--- config.mk ---
export PLATFORM = sky130hd
export DESIGN_NAME = mem_arbiter
export DESIGN_NICKNAME = d
export VERILOG_FILES = /design/src/rtl/mem_arbiter.sv
export SDC_FILE = /design/constraint.sdc
export NUM_CORES = 1
export LEC_CHECK = 0
export ABC_AREA = 1
export BUFFER_PORTS_ARGS = -buffer_cell sky130_fd_sc_hd__buf_2
export CORE_MARGIN = 4
export CORE_UTILIZATION = 47
export DETAILED_ROUTE_END_ITERATION = 10
export PLACE_DENSITY = 0.89
export SLEW_MARGIN = 20
export SYNTH_ARGS = -nofsm -noshare
export SYNTH_HDL_FRONTEND = slang
export SYNTH_SLANG_ARGS = --single-unit
--- constraint.sdc ---
create_clock -name clk -period 2.5 [get_ports clk]
set_clock_uncertainty 0.15 [all_clocks]
set_input_delay 0.5 -clock clk [delete_from_list [all_inputs] [get_ports clk]]
set_output_delay 0.5 -clock clk [all_outputs]
set_load 0.01 [all_outputs]
--- src/rtl/mem_arbiter.sv ---
// mem_arbiter: two-requester (inst/data) arbiter onto a single-outstanding memory bus.
// Data wins by default; after four straight data grants with inst waiting, inst gets the bus.
module mem_arbiter (
    input  logic        clk,
    input  logic        rst,
    input  logic        i_req,
    input  logic [31:0] i_addr,
    output logic        i_addr_ok,
    output logic        i_data_ok,
    input  logic        d_req,
    input  logic        d_wr,
    input  logic [1:0]  d_size,
    input  logic [31:0] d_addr,
    input  logic [31:0] d_wdata,
    output logic        d_addr_ok,
    output logic        d_data_ok,
    output logic [31:0] rdata,
    output logic        m_req,
    output logic        m_wr,
    output logic [1:0]  m_size,
    output logic [31:0] m_addr,
    output logic [31:0] m_wdata,
    input  logic        m_addr_ok,
    input  logic        m_data_ok,
    input  logic [31:0] m_rdata
);
    typedef enum logic [1:0] {IDLE, REQ, WAIT} state_t;
    state_t      state_q, state_d;
    logic        own_q, own_d;
    logic        wr_q, wr_d;
    logic [1:0]  size_q, size_d;
    logic [31:0] addr_q, addr_d;
    logic [31:0] wdata_q, wdata_d;
    logic [2:0]  cnt_q, cnt_d;
    logic        grant_d, grant_i;
    always_comb begin
        grant_d = (state_q == IDLE) && d_req && !(i_req && cnt_q == 3'd4);
        grant_i = (state_q == IDLE) && i_req && !grant_d;
        state_d = (state_q == IDLE) ? ((grant_d || grant_i) ? REQ : IDLE) :
                  (state_q == REQ)  ? (m_addr_ok ? WAIT : REQ) :
                                      (m_data_ok ? IDLE : WAIT);
        own_d   = grant_d ? 1'b1 : grant_i ? 1'b0 : own_q;
        wr_d    = grant_d ? d_wr : grant_i ? 1'b0 : wr_q;
        size_d  = grant_d ? d_size : grant_i ? 2'd2 : size_q;
        addr_d  = grant_d ? d_addr : grant_i ? i_addr : addr_q;
        wdata_d = grant_d ? d_wdata : grant_i ? 32'd0 : wdata_q;
        // Only data grants made while inst is waiting build up the fairness count.
        cnt_d   = grant_i ? 3'd0 : grant_d ? (i_req ? cnt_q + 3'd1 : 3'd0) : cnt_q;
    end
    always_ff @(posedge clk) begin
        if (!rst) begin
            state_q <= IDLE;
            own_q   <= 1'b0;
            wr_q    <= 1'b0;
            size_q  <= 2'd0;
            addr_q  <= 32'd0;
            wdata_q <= 32'd0;
            cnt_q   <= 3'd0;
        end else begin
            state_q <= state_d;
            own_q   <= own_d;
            wr_q    <= wr_d;
            size_q  <= size_d;
            addr_q  <= addr_d;
            wdata_q <= wdata_d;
            cnt_q   <= cnt_d;
        end
    end
    assign i_addr_ok = grant_i;
    assign d_addr_ok = grant_d;
    assign i_data_ok = (state_q == WAIT) && m_data_ok && !own_q;
    assign d_data_ok = (state_q == WAIT) && m_data_ok && own_q;
    assign rdata     = (i_data_ok || d_data_ok) ? m_rdata : 32'd0;
    assign m_req     = (state_q == REQ);
    assign m_wr      = m_req ? wr_q : 1'b0;
    assign m_size    = m_req ? size_q : 2'd0;
    assign m_addr    = m_req ? addr_q : 32'd0;
    assign m_wdata   = m_req ? wdata_q : 32'd0;
endmodule

==> results.json <==
{
  "insertion_delay_ps": 340,
  "gp_congestion": 0.918,
  "placedCellCount": 1016,
  "synthSimpleGateAreaFrac_pct": 38.5,
  "avgRoutedWirePerCell_um": 12.1,
  "clk_pin_slew_worst_paths_ps": 90,
  "ir_worst_vdd_uv": 303,
  "vias": 4688,
  "finalHoldViolCount": 0,
  "synth_edf_count": 0,
  "cts-buffers-inserted": 9,
  "synthDistinctLibCells": 21,
  "grt_max_degree": 52,
  "fp.dieArea_mm2": 0.0100,
  "cts_max_path_buffers": 2,
  "rsz0062_at_grt": "no",
  "synth_common_cells": "nand2_1 (192), nor2_1 (163), inv_1 (150)",
  "grt_pass1_wl_mm": 19.5,
  "htreeDepth": 3,
  "grt_pass1_vias": 4312,
  "synth_xor_area_share_pct": 0.220,
  "hold_class": "primary input to flop",
  "syn_area_mm2": 0.00398,
  "synth_ff_type": "dfxtp_1",
  "clock_tree.root_cell": "clkbuf_8",
  "synth_seq_area_share_pct": 36.8,
  "period_minus_slack_ps": 2340,
  "synth_mux_area_share_pct": 0,
  "start_kind": "flop",
  "io_buffer_count": 240,
  "outcome": "finished, final reports clean",
  "drt-initial-drc-count": 158,
  "crit_arrival_ps": 1690,
  "boundaryPins": 241,
  "path_class": "flop to output port",
  "clock-sinks": 73,
  "diodes": 0,
  "drc": 0,
  "cts_resized": 0,
  "layoutNonFillerInstCount": 1032,
  "dp_hpwl_mm": 9.41,
  "via_per_inst": 4.54,
  "synthesis.nets": 836,
  "core-area_mm2": 0.00822,
  "setup_slack_ps": 160,
  "setup_viol": 0,
  "grt_overflow": 0,
  "slew_violations": 0,
  "synth_compound_area_share_pct": 5.41,
  "synth_fa_ha_area_share_pct": 0.629,
  "netlist.area_leader.share_pct": 36.8,
  "start_util_pct": 48.4,
  "fmaxAchievable_ghz": 0.427,
  "slew_headroom_pct": 62.8,
  "syn_area_per_cell_um2": 5.70,
  "powerDensity_mw_per_mm2": 556,
  "synth_area_leaders": "dfxtp_1 (37%), nand2_1 (18%), nor2_1 (15%)",
  "cap_violations": 0,
  "drt_wl_total_mm": 12.5,
  "tritoncts": "yes",
  "die_y_um": 100,
  "synthArstFlopShare_pct": 0,
  "yosysWarningCount": 0,
  "worst_slew_pin_slew_ps": 558,
  "fin_crit_sh_pct": 93.6,
  "grt_use_total_pct": 24.1,
  "synth.most_common_cell": "nand2_1",
  "first_pass_iters": 4,
  "dp_slack_ps": 380,
  "final_nets": 1061,
  "cp_max_fo": 34,
  "std_cell_rows": 33,
  "layout-drive-gt1-share_pct": 29.7,
  "syn_to_final_growth_pct": 36.3,
  "syn_inst": 697,
  "crit_required_ps": 1850,
  "grt_antenna_before_repair": 0,
  "die_w_um": 100,
  "leakagePower_uw": 0.00321,
  "ant_nets": 0,
  "synth_top_family_by_area": "simple AND/OR/NAND/NOR gates",
  "yosys.area.top_type": "dfxtp_1",
  "cp-end-kind": "output port",
  "post-cts-setup-buffer-count": 0,
  "setup_tns_ps": 0,
  "cts_hold_buffers": 0,
  "ys_ff_latch": 73
}
## metal layers
metal / up-vias / GRT usage (%) / part of all wire (%)
met5: - / 0 / 0
met4: 0 / 10.2 / 3.0
met3: 28 / 6.53 / 9.2
met2: 198 / 44.3 / 51
met1: 2018 / 26.0 / 37
li1: 2444 / - / -
## path summary, 6_finish.rpt
path / start / end / slack, ps / depth (start not counted)
min: d_wdata[19] / wdata_q[19]$_SDFFE_PN0P_ / 250 / 3
max reg2reg: state_q[0]$_SDFF_PN0_ / addr_q[10]$_SDFFE_PN0P_ / 550 / 8
max: state_q[1]$_SDFF_PP0_ / rdata[20] / 160 / 4
min reg2reg: wdata_q[21]$_SDFFE_PN0P_ / wdata_q[21]$_SDFFE_PN0P_ / 320 / 2
## cells in the final DEF (no fill, tap or decap)
cell        synthesis  routed
clkinv_1            0       1
nor2_1            163     163
o21ai_0             2       2
buf_4               4      11
clkinv_4            0       1
o21ai_4             0       1
nand2_1           192     191
xor2_1              1       1
inv_8               0       1
nor2_4              2       2
nor3_1              1       1
nand2_2             2       3
nand4_1             6       6
a21oi_1            40      40
clkinvlp_4          0       3
clkbuf_8            0       9
inv_1             150     149
buf_2              10     240
ha_1                2       2
or2_2               1       1
inv_6               0       2
nand3_1            23      23
inv_2               1       1
dfxtp_1            73      73
## power by group
group	total, uW	internal [uW]	switching, uW	leakage (uW)
Sequential	1330	1270	56.8	0.000600
Combinational	818	304	514	0.00252
Clock	865	375	489	0.0000844
Total	3010	1950	1060	0.00321
## metrics by stage
stage	power (uW)	hold slack, ps	util, %	cell area, um^2
floorplan	1880	280	-	3980
global placement	2160	303	63.7	5240
detailed placement	2180	306	63.7	5240
CTS	3030	227	66.0	5420
global route	3220	225	66.0	5420
finish	3010	246	66.0	5420
## worst max-delay path, cell delays in order, from the launching register on
cell     delay (ps)
dfxtp_1         420
nand2_1          80
or2_2           500
nor2_1          180
buf_2           150
## registers in the layout (all words and copies together), names as in the netlist
register / cells
wr_q: 1
addr_q: 32
cnt_q: 3
state_q: 2
own_q: 1
wdata_q: 32
size_q: 2
## area by class of cell
type,instances,area (um^2)
fillers,800,2800
multi-input cells,436,1790
flip-flops and latches,73,1460
repair buffers,251,1280
inverters,151,567
well taps,105,131
clock buffers,9,124
clock inverters,7,60.1
## cells by family after synthesis
kind of cell | count (synthesis)
buffers and inverters | 188
and+or+nand+nor | 390
xor gates and xnor gates | 1
DFF | 73
adders and majority gates | 2
AOI/OAI and AO/OA | 43
(Power assumes the default switching activity.)
